## config.mk

```make
export PLATFORM = sky130hd
export DESIGN_NAME = spi_slave_scan
export DESIGN_NICKNAME = d
export VERILOG_FILES = /design/src/rtl/spi_slave_pkg.sv /design/src/rtl/spi_sync_edge.sv /design/src/rtl/spi_slave_scan.sv
export SDC_FILE = /design/constraint.sdc
export NUM_CORES = 1
export LEC_CHECK = 0
export BUFFER_PORTS_ARGS = -buffer_cell sky130_fd_sc_hd__buf_4
export CAP_MARGIN = 20
export CORE_MARGIN = 10
export CORE_UTILIZATION = 35
export CTS_BUF_LIST = sky130_fd_sc_hd__clkbuf_8
export CTS_CLUSTER_DIAMETER = 50
export DETAILED_ROUTE_END_ITERATION = 7
export PLACE_DENSITY = 0.51
export SYNTH_ARGS = -nofsm -noshare
export SYNTH_HDL_FRONTEND = slang
export SYNTH_SLANG_ARGS = --single-unit
export TNS_END_PERCENT = 1
```

## constraint.sdc

```tcl
create_clock -name clk -period 2.1 [get_ports clk]
set_input_delay 0.21 -clock clk [delete_from_list [all_inputs] [get_ports clk]]
set_output_delay 0.21 -clock clk [all_outputs]
set_load 0.03 [all_outputs]
```

## src/rtl/spi_slave_pkg.sv

```systemverilog
// Shared constants and helpers for the SPI scan slave: SCK mode encodings and
// the ceiling divide that sizes the transmitted word count.
package spi_slave_pkg;

  localparam int CPOL_LOW   = 0;
  localparam int CPOL_HIGH  = 1;
  localparam int CPHA_LEAD  = 0;
  localparam int CPHA_TRAIL = 1;

  function automatic int ceil_div(input int num, input int den);
    return (num + den - 1) / den;
  endfunction

endpackage

```

## src/rtl/spi_sync_edge.sv

```systemverilog
// Two-flop synchroniser plus a history flop; edges come from the last two stages.
module spi_sync_edge #(
  parameter logic RST_VAL = 1'b0
) (
  input  logic clk,
  input  logic rst_n,
  input  logic d_i,
  output logic lvl_o,
  output logic rise_o,
  output logic fall_o
);

  logic meta_q, sync_q, hist_q;

  always_ff @(posedge clk or negedge rst_n) begin
    if (!rst_n) begin
      meta_q <= RST_VAL;
      sync_q <= RST_VAL;
      hist_q <= RST_VAL;
    end else begin
      meta_q <= d_i;
      sync_q <= meta_q;
      hist_q <= sync_q;
    end
  end

  assign lvl_o  = sync_q;
  assign rise_o = sync_q & ~hist_q;
  assign fall_o = ~sync_q & hist_q;

endmodule

```

## src/rtl/spi_slave_scan.sv

```systemverilog
// SPI slave that reports a frame counter followed by a snapshot of din, and
// collects MOSI words; SPI pins are oversampled in the clk domain.
module spi_slave_scan
  import spi_slave_pkg::*;
#(
  parameter int WIDTH = 8,
  parameter int NIN   = 12,
  parameter int CPOL  = 0,
  parameter int CPHA  = 0
) (
  input  logic             clk,
  input  logic             rst_n,
  input  logic             sck,
  input  logic             ssel_n,
  input  logic             mosi,
  output logic             miso,
  output logic             miso_oe,
  input  logic [NIN-1:0]   din,
  output logic [WIDTH-1:0] rx_data,
  output logic             rx_valid,
  output logic             rx_first,
  output logic             frame_active,
  output logic             frame_done,
  output logic [WIDTH-1:0] frame_cnt
);

  localparam int K   = ceil_div(NIN, WIDTH);
  localparam int SHW = K * WIDTH;
  localparam int BCW = $clog2(WIDTH + 1);
  localparam int IXW = $clog2(K + 2);
  localparam logic [IXW-1:0] IDX_MAX = IXW'(K + 1);
  localparam logic [BCW-1:0] BC_FULL = BCW'(WIDTH);
  localparam bit LEAD_IS_RISE   = (CPOL == CPOL_LOW);
  localparam bit SAMPLE_ON_LEAD = (CPHA == CPHA_LEAD);

  logic sck_rise, sck_fall, unused_sck_lvl;
  logic ssel_lvl, ssel_rise, ssel_fall;
  logic mosi_lvl, unused_mosi_rise, unused_mosi_fall;

  spi_sync_edge #(.RST_VAL(CPOL != 0)) u_sync_sck (
    .clk(clk), .rst_n(rst_n), .d_i(sck),
    .lvl_o(unused_sck_lvl), .rise_o(sck_rise), .fall_o(sck_fall)
  );

  spi_sync_edge #(.RST_VAL(1'b1)) u_sync_ssel (
    .clk(clk), .rst_n(rst_n), .d_i(ssel_n),
    .lvl_o(ssel_lvl), .rise_o(ssel_rise), .fall_o(ssel_fall)
  );

  spi_sync_edge #(.RST_VAL(1'b0)) u_sync_mosi (
    .clk(clk), .rst_n(rst_n), .d_i(mosi),
    .lvl_o(mosi_lvl), .rise_o(unused_mosi_rise), .fall_o(unused_mosi_fall)
  );

  logic             active_q, active_d;
  logic [BCW-1:0]   bitcnt_q, bitcnt_d;
  logic [IXW-1:0]   idx_q, idx_d;
  logic [WIDTH-1:0] tx_q, tx_d;
  logic [WIDTH-1:0] rx_sh_q, rx_sh_d;
  logic [WIDTH-1:0] rx_data_q, rx_data_d;
  logic             rx_valid_q, rx_valid_d;
  logic             rx_first_q, rx_first_d;
  logic             done_q, done_d;
  logic [WIDTH-1:0] cnt_q, cnt_d;
  logic             inc_q, inc_d;
  logic [SHW-1:0]   shadow_q, shadow_d;
  logic             armed_q, armed_d;
  logic [1:0]       settle_q, settle_d;

  logic lead_edge, trail_edge, sample_edge, shift_edge;
  logic frame_start, frame_end, settle_done;
  logic [WIDTH-1:0] rx_word;
  logic [BCW-1:0]   bc_inc;

  // Word 0 is the frame count, then the shadow MS chunk first, then zeros.
  function automatic logic [WIDTH-1:0] tx_word(input logic [IXW-1:0] idx,
                                               input logic [WIDTH-1:0] cnt,
                                               input logic [SHW-1:0] sh);
    logic [WIDTH-1:0] w;
    w = '0;
    if (idx == '0) w = cnt;
    else if (int'(idx) <= K) w = sh[(K - int'(idx)) * WIDTH +: WIDTH];
    return w;
  endfunction

  assign lead_edge   = LEAD_IS_RISE ? sck_rise : sck_fall;
  assign trail_edge  = LEAD_IS_RISE ? sck_fall : sck_rise;
  assign sample_edge = SAMPLE_ON_LEAD ? lead_edge : trail_edge;
  assign shift_edge  = SAMPLE_ON_LEAD ? trail_edge : lead_edge;

  // A select that was already low across reset must be seen high before it can open a frame.
  assign settle_done = (settle_q == 2'd3);
  assign frame_start = armed_q & ssel_fall;
  assign frame_end   = active_q & ssel_rise;

  assign rx_word = {rx_sh_q[WIDTH-2:0], mosi_lvl};
  assign bc_inc  = bitcnt_q + 1'b1;

  always_comb begin
    active_d   = active_q;
    bitcnt_d   = bitcnt_q;
    idx_d      = idx_q;
    tx_d       = tx_q;
    rx_sh_d    = rx_sh_q;
    rx_data_d  = rx_data_q;
    rx_valid_d = 1'b0;
    rx_first_d = rx_first_q;
    done_d     = 1'b0;
    shadow_d   = shadow_q;
    inc_d      = 1'b0;
    cnt_d      = inc_q ? cnt_q + 1'b1 : cnt_q;
    settle_d   = settle_done ? settle_q : settle_q + 2'd1;
    armed_d    = armed_q | (settle_done & ssel_lvl);

    if (frame_start) begin
      shadow_d = SHW'(din);
      tx_d     = cnt_q;
      bitcnt_d = '0;
      idx_d    = '0;
      active_d = 1'b1;
      inc_d    = 1'b1;
    end else if (frame_end) begin
      done_d   = 1'b1;
      active_d = 1'b0;
      bitcnt_d = '0;
      idx_d    = '0;
    end else if (active_q) begin
      if (sample_edge) begin
        rx_sh_d = rx_word;
        if (bc_inc == BC_FULL) begin
          rx_data_d  = rx_word;
          rx_valid_d = 1'b1;
          rx_first_d = (idx_q == '0);
          bitcnt_d   = '0;
          if (idx_q != IDX_MAX) idx_d = idx_q + 1'b1;
        end else begin
          bitcnt_d = bc_inc;
        end
      end else if (shift_edge) begin
        if (bitcnt_q != '0) tx_d = {tx_q[WIDTH-2:0], 1'b0};
        else if (idx_q != '0) tx_d = tx_word(idx_q, cnt_q, shadow_q);
      end
    end
  end

  always_ff @(posedge clk or negedge rst_n) begin
    if (!rst_n) begin
      active_q   <= 1'b0;
      bitcnt_q   <= '0;
      idx_q      <= '0;
      tx_q       <= '0;
      rx_sh_q    <= '0;
      rx_data_q  <= '0;
      rx_valid_q <= 1'b0;
      rx_first_q <= 1'b0;
      done_q     <= 1'b0;
      cnt_q      <= '0;
      inc_q      <= 1'b0;
      shadow_q   <= '0;
      armed_q    <= 1'b0;
      settle_q   <= '0;
    end else begin
      active_q   <= active_d;
      bitcnt_q   <= bitcnt_d;
      idx_q      <= idx_d;
      tx_q       <= tx_d;
      rx_sh_q    <= rx_sh_d;
      rx_data_q  <= rx_data_d;
      rx_valid_q <= rx_valid_d;
      rx_first_q <= rx_first_d;
      done_q     <= done_d;
      cnt_q      <= cnt_d;
      inc_q      <= inc_d;
      shadow_q   <= shadow_d;
      armed_q    <= armed_d;
      settle_q   <= settle_d;
    end
  end

  assign miso         = active_q & tx_q[WIDTH-1];
  assign miso_oe      = active_q;
  assign rx_data      = rx_data_q;
  assign rx_valid     = rx_valid_q;
  assign rx_first     = rx_first_q;
  assign frame_active = active_q;
  assign frame_done   = done_q;
  assign frame_cnt    = cnt_q;

endmodule
```

# == Word level (Yosys, flattened, before mapping) ==
# Index checks and enable logic that the tools add are counted.
# Widths: inputs -> output; s select.
# op_classes
addsub,5
n_lt_le_gt_ge,1
n_eq_ne,5
n_shift,1
n_mux,30
bitwise_logic,15
reduce_logical,16
# ops
operator,n
$mux 8,9
$mux 4,5
$shiftx 16x6->8,1
$reduce_bool 3->1,5
$mux 2,6
$mux 1,10
$reduce_and 5->1,2
$add 8x1->8 const B,1
$and 1x1->1,8
$reduce_and 4->1,2
$reduce_bool 2->1,4
$not 1->1,6
$add 2x1->2 const B,2
$add 4x1->4 const B,1
$eq 4x4->1 const B,1
$ne 2x2->1 const B,2
$reduce_bool 4->1,1
$sub 2x2->3 const A,1
$eq 2x2->1 const B,1
$le 2x2->1 const B,1
$logic_not 2->1,1
$ne 2x1->1 const B,1
$reduce_and 2->1,1
$or 1x1->1,1
# word_totals
register_bits,65
input_bits,17
out_inout_bits,22
elab_cells,95

# == Longest topological paths before layout ==
# depth
depth_word,11
ltp_mapped,8
depth_no_buf,7

# == Modules after synthesis ==
# From an unflattened synthesis, not the netlist that was laid out.
# hier_totals
cells_unflattened,251
area_unflattened_um2,2930.3
# by_module_without_submodules
mod,n_inst,cells_per_inst,area_per_inst_um2,seq_area_each_um2
spi_slave_scan,1,236,2656.3,1426.4
spi_sync_edge at u_sync_mosi ...,2,5,90.1,75.1
spi_sync_edge at u_sync_ssel,1,5,93.8,78.8

# == Least setup slack after synthesis ==
# No wires, ideal clock.
# synth_timing
path_type,reg2reg
start,register idx_q[0]
end,register tx_q[2]
arrival_time_ns,1.935
required_time_ns,2.023
path_slack_ns,0.087
stages_incl_launch_ff,9
path_cell_list,dfrtp_1 -> clkbuf_1 -> inv_1 -> ha_1 -> and2_1 -> o41ai_2 -> buf_2 -> nor2_1 -> a21oi_1
# synth_between
elab_chain_len,11
# synth_rtl
item,line_no,rtl
from (decl),spi_slave_scan.sv:57,"logic [IXW-1:0] idx_q, idx_d;"
from (signal assigned),spi_slave_scan.sv:165,idx_q <= idx_d;
$sub 2x2->3,spi_slave_scan.sv:82,else if (int'(idx) <= K) w = sh[(K - int'(idx)) * WIDTH +: WIDTH];
$shiftx 16x6->8,spi_slave_scan.sv:82,
$mux 8,spi_slave_scan.sv:82,
$mux 8,spi_slave_scan.sv:81,if (idx == '0) w = cnt;
$mux 8,spi_slave_scan.sv:141,"else if (idx_q != '0) tx_d = tx_word(idx_q, cnt_q, shadow_q);"
$mux 8,spi_slave_scan.sv:140,"if (bitcnt_q != '0) tx_d = {tx_q[WIDTH-2:0], 1'b0};"
$mux 8,spi_slave_scan.sv:139,end else if (shift_edge) begin
$mux 8,spi_slave_scan.sv:128,if (sample_edge) begin
$mux 8,spi_slave_scan.sv:127,end else if (active_q) begin
$mux 8,spi_slave_scan.sv:122,end else if (frame_end) begin
$mux 8,spi_slave_scan.sv:115,if (frame_start) begin
to (signal assigned),spi_slave_scan.sv:166,tx_q <= tx_d;
to (decl),spi_slave_scan.sv:58,"logic [WIDTH-1:0] tx_q, tx_d;"
# Parallel ways exist; a longest one is shown, timed or not. The select of a mux whose other input is x is not followed.
# A chain may end at the register's enable or synchronous reset.

# == Worst setup path after layout ==
# layout_timing
start,register bitcnt_q[0]
end,register tx_q[7]
# layout_between
elab_chain_len,7
# layout_rtl
item,line_no,rtl
from (decl),spi_slave_scan.sv:56,"logic [BCW-1:0] bitcnt_q, bitcnt_d;"
from (signal assigned),spi_slave_scan.sv:164,bitcnt_q <= bitcnt_d;
$reduce_bool 4->1 *,spi_slave_scan.sv:140,
$mux 8,spi_slave_scan.sv:140,
$mux 8,spi_slave_scan.sv:139,
$mux 8,spi_slave_scan.sv:128,
$mux 8,spi_slave_scan.sv:127,
$mux 8,spi_slave_scan.sv:122,
$mux 8,spi_slave_scan.sv:115,
# Mark *: on every way between the ends. The rest lies on a longest branch, timed or not. The select of a mux whose other input is x is not followed.

==> results by group <==
Status
  • Status: completed

Pwr
  • Total power: 3.34 mW
  • Pleak: 1.68 nW
  • Combinational Power Share: 22.3%
  • Seq pwr share: 49.5%
  • Clock power frac: 28.2%
  • Switching share of power: 32.8%
  • Pint: 2.25 mW
  • Sw Pwr: 1.09 mW
  • PwrDens: 955 nW/um2
  • Maximum VDD drop: 0.000574 V

Clocking
  • Maximum clock path buffer count: 2
  • CTS clk-pin slew, worst paths: 0.08 ns
  • H-Tree Depth: 3
  • CTS sink count: 65
  • CTS tree: yes
  • Worst-Skew Late Latency: 0.34 ns
  • Inserted Clock Buffers: 9
  • Clock root cell: clkbuf_8

STA
  • Fin. Hold Viols: 0
  • Final slew viol count: 0
  • Worst Max-Slew Pin Slew: 0.822 ns
  • Final setup violation count: 0
  • Clock skew: 0.0106 ns
  • Post-route setup TNS: 0 ns
  • Slew HR: 45.2%
  • Fmax: 516 MHz
  • Setup WS post-layout: 0.162 ns
  • RSZ-0062 raised after global routing: false
  • Final worst-path cycle share: 92.3%
  • Worst hold slack: 0.0596 ns
  • Min Tclk post-route: 1.94 ns

Route
  • Antenna-violating nets left: 0
  • Initial DRC Count: 76
  • Drt drc: 0
  • WL final: 5690 um
  • Via density per instance: 4.75
  • Vias: 1940
  • Drt wl/cell: 13.9 um
  • DRT Pass-1 Iters: 4

Floorplan
  • Die Height: 110 um
  • Starting Density: 36.3%
  • Core outline area: 7770 um2
  • Io pins: 39
  • Row count: 32
  • DIE WIDTH: 110 um
  • Die ar.: 12000 um2

Setup path
  • Buf/Inv on CP: 1
  • R2R Setup Slk: 0.16 ns
  • Crit Path Max Fanout: 8
  • Startpoint Class: register
  • Slowest cell on crit path: dfrtp_2
  • WP data required: 2.37 ns
  • CP Capture Type: register
  • Setup CP Type: register to register
  • Cell family with most CP delay: simple AND/OR/NAND/NOR gates
  • Worst path cell trace: inv_1, ha_1, or3b_4, or3_4, nor3_4, nand2_1, a31oi_1
  • CP max stage delay: 0.45 ns
  • Worst EP arrival: 2.21 ns

Yosys
  • Library cells used by synthesis: 46
  • Post-synth top cells: 62 x dfrtp_1, 49 x nand2_1, 13 x nor2_1
  • Yosys warns: 0
  • EDFF count, synth: 0
  • Synth area leader: dfrtp_1
  • Most frequent cell after synthesis: dfrtp_1
  • Synth top area cells: dfrtp_1 55%, nand2_1 6.5%, mux2_2 4.4%
  • Synth async-reset ratio: 100%
  • Cells after Synth: 245
  • Main synth FF type: dfrtp_1
  • Synthesized flop and latch total: 65
  • Syn Std Cell Area: 2820 um2
  • Sequential area share after synthesis: 57.9%
  • Share of the synthesized area in the top cell type: 55.1%
  • Post-Syn Nets: 268
  • Avg Cell Area, Syn: 11.5 um2

Global routing
  • Vias in the first global route: 2005
  • Initial antenna violation count: 0
  • First-pass GRT wire length: 9830 um
  • Tot GR Track Use: 10.4%
  • GR Overflow Total: 0
  • Largest net degree at the start of global routing: 66

Job
  • # Max-Cap Violations: 0

Placed design
  • Final Wtd Congestion: 0.776
  • HPWL Detailed: 4030 um
  • Placed Area: 3280 um2
  • PortBufs: 38
  • Place WS: 0.103 ns

Layout
  • Design Area, Final: 3500 um2
  • Number of fill cells in the layout: 766
  • Diode count: 0
  • Net count, final: 324
  • Share of layout cells above drive strength 1: 31.0%
  • Area Growth Syn to Fin: 24.1%

Min path
  • HP Class: input pin to register
layer usage:
| layer | wire [um] | share of wire (%) | up-vias | global-route usage (%) |
|---|---|---|---|---|
| met5 | 0 | 0 | - | 0 |
| met4 | 53 | 0.93 | 0 | 3.35 |
| met3 | 302 | 5.3 | 5 | 4.51 |
| met2 | 2650 | 47 | 31 | 15.5 |
| met1 | 2680 | 47 | 955 | 13.3 |
| li1 | - | - | 949 | - |
stage by stage:
stage	util (%)	cells
after global routing	45.0	408
after detailed placement	42.2	388
final	45.0	408
after floorplan	-	245
after CTS	45.0	408
after global placement	42.2	388
power by group through the flow:
stage	sequential [mW]	clock (mW)	combinational (mW)
floorplan	1.74	0	0.405
global placement	1.68	0	0.739
detailed placement	1.68	0	0.750
CTS	1.65	0.984	0.758
global route	1.69	1.03	0.837
finish	1.65	0.942	0.744
path summary, 6_finish.rpt:
kind                                   startpoint               end  depth (start not counted)
worst max-delay path                  bitcnt_q[0]           tx_q[7]                          7
worst min-delay path                       din[1]       shadow_q[1]                          3
worst max register to register        bitcnt_q[0]           tx_q[7]                          7
worst min register to register  u_sync_sck.meta_q  u_sync_sck.lvl_o                          0
max in group asynchronous                   rst_n       bitcnt_q[0]                          2
min in group asynchronous                   rst_n       shadow_q[1]                          2
worst register-to-register path: stages (launching register included):
cell and delay [ns]:
dfrtp_2 0.45, inv_1 0.07, ha_1 0.14, or3b_4 0.40, or3_4 0.38, nor3_4 0.18, nand2_1 0.10, a31oi_1 0.16
kinds of logic after synthesis:
group	share of synthesized area [%]
flops	57.9
fa+ha+maj	2.67
buf+inv	2.80
simple gates	15.5
mux	9.20
xor+xnor	2.49
compound gates	9.42
timing repair:
item | CTS | global route
hold buffers | 4 | 0
endpoints found under the hold margin | 51 | 0
buffers inserted | 0 | 0
gates resized for setup | 0 | 2
setup endpoints to repair | 0 | 7
layout by cell type, fill, tap and decap left out, drive strengths merged:
| cell | instances |
|---|---|
| dfrtp | 62 |
| nand2 | 49 |
| buf | 49 |
| mux2 | 18 |
| nor2 | 13 |
| o21ai | 12 |
| inv | 12 |
| clkbuf | 9 |
| a22oi | 8 |
| a21oi | 7 |
| ha | 6 |
| a31oi | 5 |
| xnor2 | 5 |
| nand4 | 4 |
| dlygate4sd3 | 4 |
| and2 | 3 |
| mux2i | 3 |
| xor2 | 3 |
| dfstp | 3 |
| nor3 | 3 |
| nand2b | 3 |
| nand3b | 3 |
| nor2b | 2 |
| o21a | 2 |
| clkinv | 2 |
| clkinvlp | 2 |
| or2 | 2 |
| a21o | 1 |
| a21boi | 1 |
| and3b | 1 |
| o211ai | 1 |
| nor3b | 1 |
| o41ai | 1 |
| or3b | 1 |
| or3 | 1 |
| o31ai | 1 |
| and3 | 1 |
| o21bai | 1 |
| a32o | 1 |
flip-flops by register name, summed over array words and instances, names as in the netlist, 2 cells and up:
name       flops
rx_sh_q        7
shadow_q      12
bitcnt_q       4
tx_q           8
frame_cnt      8
idx_q          2
rx_data        8
settle_q       2
layout make-up:
class / instances / area (um2) / share of cell area [%]
inverters: 9 / 33.8 / 0.966
clock inverters: 7 / 51.3 / 1.47
clock buffers: 9 / 124 / 3.54
multi-input cells: 163 / 1110 / 31.7
flip-flops and latches: 65 / 1630 / 46.7
repair buffers: 53 / 420 / 12.0
well taps: 102 / 128 / 3.65
Note: power is estimated with default switching activity, not from simulation.
